--- config.mk ---
export PLATFORM = sky130hd
export DESIGN_NAME = codec_cfg_sequencer
export DESIGN_NICKNAME = d
export VERILOG_FILES = /design/src/rtl/codec_cfg_pkg.sv /design/src/rtl/codec_cfg_rom.sv /design/src/rtl/codec_cfg_sequencer.sv
export SDC_FILE = /design/constraint.sdc
export NUM_CORES = 1
export LEC_CHECK = 0
export CORE_MARGIN = 10
export CORE_UTILIZATION = 58
export CTS_BUF_LIST = sky130_fd_sc_hd__clkbuf_4 sky130_fd_sc_hd__clkbuf_8
export DETAILED_ROUTE_END_ITERATION = 16
export HOLD_SLACK_MARGIN = 0.08
export PLACE_DENSITY = 0.94
export SLEW_MARGIN = 0
export SYNTH_ARGS = -nofsm -noshare
export SYNTH_HDL_FRONTEND = slang
export SYNTH_HIERARCHICAL = 1
export SYNTH_SLANG_ARGS = --single-unit
--- constraint.sdc ---
create_clock -name clk -period 4 [get_ports clk]
set_input_delay 0.8 -clock clk [delete_from_list [all_inputs] [get_ports clk]]
set_output_delay 0.8 -clock clk [all_outputs]
set_load 0.05 [all_outputs]
--- src/rtl/codec_cfg_pkg.sv ---
// Shared types and the default register-write table for the codec configuration sequencer.
package codec_cfg_pkg;

  typedef enum logic [3:0] {
    PWR    = 4'd0,
    LOAD   = 4'd1,
    ISSUE  = 4'd2,
    WAIT_B = 4'd3,
    WAIT_D = 4'd4,
    CHECK  = 4'd5,
    GAP    = 4'd6,
    DONE   = 4'd7,
    FAIL   = 4'd8
  } cfg_state_t;

  typedef struct packed {
    logic [7:0] reg_addr;
    logic [7:0] data;
  } cfg_entry_t;

  localparam int unsigned CFG_TABLE_LEN = 11;

  // Codec bring-up order: reset, power, format, sampling, input/output levels, activate.
  localparam cfg_entry_t CFG_INIT_TABLE [CFG_TABLE_LEN] = '{
    '{reg_addr: 8'h1E, data: 8'h00},
    '{reg_addr: 8'h0C, data: 8'h10},
    '{reg_addr: 8'h0E, data: 8'h02},
    '{reg_addr: 8'h10, data: 8'h00},
    '{reg_addr: 8'h00, data: 8'h17},
    '{reg_addr: 8'h02, data: 8'h17},
    '{reg_addr: 8'h04, data: 8'h79},
    '{reg_addr: 8'h06, data: 8'h79},
    '{reg_addr: 8'h08, data: 8'h12},
    '{reg_addr: 8'h0A, data: 8'h00},
    '{reg_addr: 8'h12, data: 8'h01}
  };

  function automatic int unsigned max3(input int unsigned a, input int unsigned b,
                                       input int unsigned c);
    int unsigned m;
    m = (a > b) ? a : b;
    return (m > c) ? m : c;
  endfunction

endpackage

--- src/rtl/codec_cfg_rom.sv ---
// Combinational lookup of one configuration table entry; indices past the table read as zero.
module codec_cfg_rom
  import codec_cfg_pkg::*;
#(
  parameter int unsigned NUM_REGS = CFG_TABLE_LEN
) (
  input  logic [7:0] i_idx,
  output cfg_entry_t o_entry
);

  localparam int unsigned IW = $clog2(CFG_TABLE_LEN);

  logic [IW-1:0] w_sel;

  assign w_sel = i_idx[IW-1:0];

  // Table read guarded by both the configured entry count and the physical table size.
  always_comb begin
    o_entry = 16'h0000;
    if ((32'(i_idx) < NUM_REGS) && (32'(i_idx) < CFG_TABLE_LEN)) begin
      o_entry = CFG_INIT_TABLE[w_sel];
    end else begin
      o_entry = 16'h0000;
    end
  end

endmodule

--- src/rtl/codec_cfg_sequencer.sv ---
// Power-up / reconfiguration sequencer: walks the codec register table and issues one I2C
// write per entry, retrying NACKed writes and reporting done or error.
module codec_cfg_sequencer
  import codec_cfg_pkg::*;
#(
  parameter logic [6:0]  DEV_ADDR     = 7'h1A,
  parameter int unsigned NUM_REGS     = 11,
  parameter int unsigned PWR_WAIT     = 50000,
  parameter int unsigned GAP_CYCLES   = 512,
  parameter int unsigned MAX_RETRY    = 3,
  parameter int unsigned BUSY_TIMEOUT = 1024
) (
  input  logic       clk,
  input  logic       rst_n,
  input  logic       reconfig,
  output logic       i2c_start,
  output logic [6:0] i2c_dev_addr,
  output logic [7:0] i2c_reg_addr,
  output logic [7:0] i2c_data,
  input  logic       i2c_busy,
  input  logic       i2c_ack_error,
  output logic       cfg_busy,
  output logic       cfg_done,
  output logic       cfg_error,
  output logic [7:0] cfg_index
);

  localparam int unsigned CW = $clog2(max3(PWR_WAIT, GAP_CYCLES, BUSY_TIMEOUT) + 1);

  cfg_state_t  r_state, w_state_next;
  logic [CW-1:0] r_cnt, w_cnt_next;
  logic [7:0]  r_idx, w_idx_next;
  logic [2:0]  r_retry, w_retry_next;
  logic        r_nack, w_nack_next;
  logic        r_start, r_busy, r_done, r_error;
  logic [7:0]  r_reg_addr, r_data;
  cfg_entry_t  w_entry;

  // The ROM is addressed with the next index so the entry is already on the bus during LOAD.
  codec_cfg_rom #(.NUM_REGS(NUM_REGS)) u_rom (
    .i_idx   (w_idx_next),
    .o_entry (w_entry)
  );

  // Next-state, index/retry bookkeeping and NACK flag accumulation.
  always_comb begin
    w_state_next = r_state;
    w_idx_next   = r_idx;
    w_retry_next = r_retry;
    w_nack_next  = r_nack;
    w_cnt_next   = r_cnt;
    case (r_state)
      PWR: begin
        if (r_cnt == CW'(PWR_WAIT - 1)) begin
          w_state_next = LOAD;
          w_idx_next   = 8'd0;
          w_retry_next = 3'd0;
        end else begin
          w_state_next = PWR;
        end
      end
      LOAD:  w_state_next = ISSUE;
      ISSUE: begin
        w_state_next = WAIT_B;
        w_nack_next  = 1'b0;
      end
      WAIT_B: begin
        if (i2c_busy) begin
          w_state_next = WAIT_D;
        end else if (r_cnt == CW'(BUSY_TIMEOUT - 1)) begin
          // A controller that never starts is treated exactly like a NACK.
          w_state_next = CHECK;
          w_nack_next  = 1'b1;
        end else begin
          w_state_next = WAIT_B;
        end
      end
      WAIT_D: begin
        w_nack_next = r_nack | i2c_ack_error;
        if (!i2c_busy) begin
          w_state_next = CHECK;
        end else begin
          w_state_next = WAIT_D;
        end
      end
      CHECK: begin
        if (!r_nack) begin
          if (r_idx == 8'(NUM_REGS - 1)) begin
            w_state_next = DONE;
          end else begin
            w_state_next = GAP;
            w_idx_next   = r_idx + 8'd1;
            w_retry_next = 3'd0;
          end
        end else if (r_retry < 3'(MAX_RETRY)) begin
          w_state_next = GAP;
          w_retry_next = r_retry + 3'd1;
        end else begin
          w_state_next = FAIL;
        end
      end
      GAP: begin
        if (r_cnt == CW'(GAP_CYCLES - 1)) begin
          w_state_next = LOAD;
        end else begin
          w_state_next = GAP;
        end
      end
      DONE, FAIL: begin
        if (reconfig) begin
          w_state_next = PWR;
          w_idx_next   = 8'd0;
          w_retry_next = 3'd0;
          w_nack_next  = 1'b0;
        end else begin
          w_state_next = r_state;
        end
      end
      default: begin
        w_state_next = PWR;
        w_idx_next   = 8'd0;
        w_retry_next = 3'd0;
        w_nack_next  = 1'b0;
      end
    endcase
    // Elapsed-cycle counter restarts on every state entry.
    if (w_state_next != r_state) begin
      w_cnt_next = '0;
    end else begin
      w_cnt_next = r_cnt + 1'b1;
    end
  end

  // State, bookkeeping and all outputs registered from the next-state decode.
  always_ff @(posedge clk or negedge rst_n) begin
    if (!rst_n) begin
      r_state    <= PWR;
      r_cnt      <= '0;
      r_idx      <= 8'd0;
      r_retry    <= 3'd0;
      r_nack     <= 1'b0;
      r_start    <= 1'b0;
      r_busy     <= 1'b1;
      r_done     <= 1'b0;
      r_error    <= 1'b0;
      r_reg_addr <= 8'd0;
      r_data     <= 8'd0;
    end else begin
      r_state <= w_state_next;
      r_cnt   <= w_cnt_next;
      r_idx   <= w_idx_next;
      r_retry <= w_retry_next;
      r_nack  <= w_nack_next;
      r_start <= (w_state_next == ISSUE);
      r_done  <= (w_state_next == DONE);
      r_error <= (w_state_next == FAIL);
      r_busy  <= !((w_state_next == DONE) || (w_state_next == FAIL));
      if (w_state_next == LOAD) begin
        r_reg_addr <= w_entry.reg_addr;
        r_data     <= w_entry.data;
      end else begin
        r_reg_addr <= r_reg_addr;
        r_data     <= r_data;
      end
    end
  end

  assign i2c_start    = r_start;
  assign i2c_dev_addr = DEV_ADDR;
  assign i2c_reg_addr = r_reg_addr;
  assign i2c_data     = r_data;
  assign cfg_busy     = r_busy;
  assign cfg_done     = r_done;
  assign cfg_error    = r_error;
  assign cfg_index    = r_idx;

endmodule
==> metrics.yaml, run 1 <==
cp-end-kind: "flop"
critPathKind: "flop to flop"
grt_overflow: 0
r2r_slack_ns: 0.44
finalClockSkew_ns: 0.00591
antenna_found_initial: 0
yosys_warnings: 6
num_io_pins: 40
clk_path_buf_depth: 2
fillers: 380
clk_latency_ns: 0.31
worstSetupStartpointType: "flop"
syn2layout_area_growth_pct: 10.5
max-slew-margin-rel: 0.244
synth.avg_cell_area_um2: 9.93
comb_power_share: 0.037
p_switching_uw: 213
multi_input_area_um2: 1640
fin_nets: 352
fin_cells: 408
hold_path_startpoint: "r_cnt[0]"
num_antenna_cells: 0
holdBufCountCts: 0
crit_start: "r_cnt[4]"
cts_setup_buffers: 0
ctsResizeCount: 0
register_area_um2: 1300
grt_pass1_vias: 2327
synth_edf_count: 0
drtPass1Iterations: 5
grt.total_usage: 0.157
fmax_mhz: 281
routed_wl_mm: 6.96
ir_worst_vdd_v: 0.000212
drt_iter0_markers: 147
avgViaCountPerCell: 6.08
floorplan.initialDensity: 0.606
final_antenna_net_count: 0
cts_tree: "done"
root_buffer: "clkbuf_8"
status: "finished, final reports clean"
critPathRequiredTime_ns: 4.26
dpl.hpwl_mm: 5.06
fin_crit_sh: 0.889
ys_ff_latch: 52
tightest_slew_ns: 1.13
r2r_start: "r_cnt[4]"
clock_sinks: 52
cts_buffers: 5
grt_max_degree: 53
p_int_uw: 654
synth_cells: 318
cp_max_fo: 9
finalSetupViolations: 0
h-tree-depth: 2
clkPwrFrac: 0.357
tns_ns: 0
synth_area_um2: 3160
maxSlewViolCount: 0
grt_pass1_wl_mm: 11.3
rows: 26
hp-class: "flop to flop"
ys_types: 59
leakage_uw: 0.00152
async_reset_ff_frac: 1.00
synth_flop_cell: "dfrtp_1"
layout_common_cells: "dfrtp_1, clkdlybuf4s50_1, nor3_1"
die_x_um: 93.8
gp_congestion: 0.892
fp.dieArea_um2: 8790
final_common_cell: "dfrtp_1"
hold-worst-slack_ns: 0.507
final_hold_viol_count: 0
die_y_um: 93.8
timing.final.crit_period_ns: 3.56
cap_violations: 0
rsz0062_at_grt: "no"
fp.coreArea_um2: 5200
arrival_ns: 3.82
pwr-share-seq: 0.606
num_vias: 2480
drcViolationCount: 0
drive_gt1_frac: 0.118
placedCellCount: 400
clkTransAtPathRegs_ns: 0.10
powerDensity_nw_per_um2: 249
ys_seq_area_frac: 0.413
io_buffers: 32
wl_per_cell_um: 17.1
p_sw_frac: 0.246
cell families (layout without fill, tap and decap cells):
group / after synthesis / after routing / synth area share
other: 3 / 12 / 0.00357
AOI/OAI and AO/OA: 53 / 53 / 0.127
DFF: 52 / 52 / 0.413
xor gates and xnor gates: 17 / 17 / 0.0472
buffers and inverters: 43 / 54 / 0.0801
and+or+nand+nor: 122 / 122 / 0.226
muxes: 18 / 18 / 0.0642
adders and majority gates: 10 / 10 / 0.0396
worst paths after layout:
check | endpoint | cells after the start
max | i2c_data[5] | 8
min | r_cnt[0] | 1
max reg2reg | i2c_data[5] | 8
min reg2reg | r_cnt[0] | 1
max in group asynchronous | r_state[2] | 1
min in group asynchronous | i2c_data[3] | 1
registers in the layout (all words and copies together), names as in the netlist, 3 cells and up:
register,cells
cfg_index,8
i2c_reg_addr,8
r_retry,3
r_state,4
r_cnt,16
i2c_data,8
critical path: stages, from the launching register on:
cell and delay [ns]:
dfrtp_1 0.45, or4_1 0.56, nor4_1 0.42, and3_1 0.38
nor2_1 0.14, a211o_1 0.33, or4_4 0.63, nor4_1 0.35
mux2_2 0.24
metal layers:
metal / GRT usage / share of wire / up-vias
met5: 0 / 0 / -
met4: 0.0582 / 0.021 / 0
met3: 0.0360 / 0.066 / 17
met2: 0.270 / 0.51 / 98
met1: 0.186 / 0.40 / 1206
li1: - / - / 1159
metrics by stage:
step,area [um^2],power (uW),setup WS (ns),utilization
floorplan,3190,562,0.810,-
global placement,3400,567,0.462,0.653
detailed placement,3400,568,0.321,0.653
CTS,3490,871,0.491,0.670
global route,3490,890,0.306,0.670
finish,3490,867,0.443,0.670
power groups by stage:
stage	logic (uW)	clock network [uW]	registers, uW
finish	32.4	309	525
global route	35.3	330	525
global placement	31.7	0	536
floorplan	25.7	0	536
CTS	32.5	313	525
detailed placement	32.4	0	536
final cells by class:
cell class | count | share of cell area
multi-input cells | 232 | 0.469
flip-flops and latches | 52 | 0.374
repair buffers | 33 | 0.0926
well taps | 70 | 0.0251
clock buffers | 5 | 0.0197
inverters | 13 | 0.0140
clock inverters | 3 | 0.00610
Yosys cell counts (3+ instances only):
library cell  number  share of area
and3_1             6          0.012
xnor2_1           10          0.028
or3_1              4         0.0079
buf_4             16          0.038
ha_1              10          0.040
nand2b_1           4         0.0079
o21ai_0           11          0.017
nor2_1            16          0.019
a21oi_1            8          0.013
nand4_1            5         0.0099
inv_1             13          0.015
nor3_1            28          0.044
nand2_1           16          0.019
nand4b_1           3         0.0083
nor2b_1            6          0.012
xor2_1             7          0.019
a22o_1             6          0.017
buf_6              4          0.014
nor3b_1            3         0.0071
clkbuf_1           8         0.0095
mux2_2            18          0.064
conb_1             3         0.0036
nor4_1             5         0.0099
a31oi_1            5         0.0099
nand3_1            7          0.011
dfrtp_1           51           0.40
Note: power is estimated with default switching activity, not from simulation.
==> run 2: changes to the inputs <==
Settings changed: GPL_TIMING_DRIVEN set to 0, PLACE_DENSITY 0.94 to unset, PLACE_DENSITY_LB_ADDON set to 0.3.
==> metrics.yaml, run 2 (synthesis gave the netlist of run 1 again) <==
status: "finished, final reports clean"
num_antenna_cells: 0  # unchanged
floorplan.initialDensity: 0.606  # unchanged
leakage_uw: 0.00167  # +9.7%
met2_usage: 0.249  # -0.0213
final_antenna_net_count: 0  # unchanged
grt_pass1_wl_mm: 11.5  # +1.3%
grtUsageMet3: 0.0504  # +0.0144
critPathRequiredTime_ns: 4.25  # about the same
cts_tree: "done"
grt_overflow: 0  # unchanged
ctsResizeCount: 0  # unchanged
grt_busiest_layer: "met2"
final_hold_viol_count: 0  # unchanged
fp.coreArea_um2: 5200  # unchanged
gp_congestion: 0.887  # -0.56%
rsz0062_at_grt: "no"
drive_gt1_frac: 0.163  # +0.0451
fin_crit_sh: 0.908  # +0.0183
layout_common_cells: "dfrtp_1, clkdlybuf4s50_1, nor3_1"
clkTransAtPathRegs_ns: 0.09  # about the same
rows: 26  # unchanged
ir_worst_vdd_v: 0.000178  # -16%
grt_max_degree: 36  # -32%
post-place-ws_ns: 0.199  # -0.122 ns
fmax_mhz: 275  # -2.0%
regMostFlops: "r_cnt"
use_met1: 0.202  # +0.0161
drt_iter0_markers: 217  # +48%
holdBufCountCts: 0  # unchanged
clk_latency_ns: 0.31  # about the same
worstSetupStartpointType: "flop"
max-slew-margin-rel: 0.581  # +0.337
routed_wl_mm: 6.61  # -5.0%
clk_path_buf_depth: 2  # unchanged
hp-class: "primary input to async pin"
r2r_slack_ns: 0.37  # -0.07 ns
hold-worst-slack_ns: 0.411  # -0.0961 ns
io_buffers: 32  # unchanged
fillers: 385  # +1.3%
powerDensity_nw_per_um2: 263  # +5.7%
drtPass1Iterations: 4  # -1
fin_util: 0.719  # +0.0490
critPathKind: "flop to flop"
die_y_um: 93.8  # unchanged
fp.dieArea_um2: 8790  # unchanged
dpl.hpwl_mm: 4.88  # -3.7%
tns_ns: 0  # unchanged
antenna_found_initial: 0  # unchanged
finalClockSkew_ns: 0.0127  # +0.00679 ns
h-tree-depth: 2  # unchanged
power.total_uw: 983  # +13%
avgViaCountPerCell: 5.74  # -5.6%
cap_violations: 0  # unchanged
root_buffer: "clkbuf_8"
grt.total_usage: 0.158  # +0.00112
clock_sinks: 52  # unchanged
arrival_ns: 3.88  # +0.06 ns
final_common_cell: "dfrtp_1"
cts_buffers: 5  # unchanged
cts_setup_buffers: 0  # unchanged
die_x_um: 93.8  # unchanged
finalSetupViolations: 0  # unchanged
tightest_slew_ns: 0.626  # -0.508 ns
cp_max_fo: 9  # unchanged
drcViolationCount: 0  # unchanged
cp-end-kind: "flop"
syn2layout_area_growth_pct: 18.5
num_vias: 2508  # +1.1%
grt_pass1_vias: 2397  # +3.0%
timing.final.crit_period_ns: 3.63  # +0.0734 ns
worst_slack_ns: 0.369  # -0.0734 ns
largest_reg_flops: 16  # unchanged
num_io_pins: 40  # unchanged
fin_nets: 382  # +8.5%
maxSlewViolCount: 0  # unchanged
wl_per_cell_um: 15.1  # -11%
-- run 2: power by group --
| part | internal, uW | leakage [uW] | switching (uW) |
|---|---|---|---|
| combinational | 13.8 | 0.000894 | 30.0 |
| sequential | 525 | 0.000714 | 0 |
| clock | 246 | 0.0000642 | 168 |
-- run 2: path summary, 6_finish.rpt --
check                           startpoint           end  depth (start not counted)
worst max register to register    r_cnt[4]   i2c_data[6]                         11
max in group asynchronous            rst_n     r_cnt[14]                          2
worst min-delay path                 rst_n  cfg_index[5]                          1
min in group clk                  r_cnt[0]      r_cnt[0]                          1
worst min register to register    r_cnt[0]      r_cnt[0]                          1
worst max-delay path              r_cnt[4]   i2c_data[6]                         11
-- run 2: area by class of cell --
class / count / area, um^2 / share of cell area
multi-input combinational: 232 / 1640 / 0.437
sequential: 52 / 1300 / 0.348
timing repair buffer: 33 / 335 / 0.0896
buffer: 30 / 204 / 0.0545
tap: 70 / 87.6 / 0.0234
clock buffer: 5 / 68.8 / 0.0184
clock inverter: 2 / 60.1 / 0.0160
inverter: 13 / 48.8 / 0.0130
-- run 2: worst max-delay path, cell delays in order (launching register included) --
cell and delay, ns:
dfrtp_1 0.45, or4_1 0.53, nor4_1 0.44, and3_1 0.23, buf_4 0.15, nor2_1 0.08, a211o_1 0.33, or4_4 0.55
buf_6 0.16, nor4_1 0.35, buf_4 0.18, mux2_2 0.13
-- run 2: through the flow --
stage,instance area [um^2],cells
2_1_floorplan,3190,327
3_3_place_gp,3600,429
3_5_place_dp,3610,430
4_1_cts,3740,437
5_1_grt,3740,437
6_report,3740,437
-- run 2: metal layers --
metal | share of wire | up-vias | wire (um)
met4 | 0.013 | 0 | 86
met5 | 0 | - | 0
met1 | 0.45 | 1202 | 2960
li1 | - | 1227 | -
met3 | 0.073 | 13 | 486
met2 | 0.47 | 66 | 3080
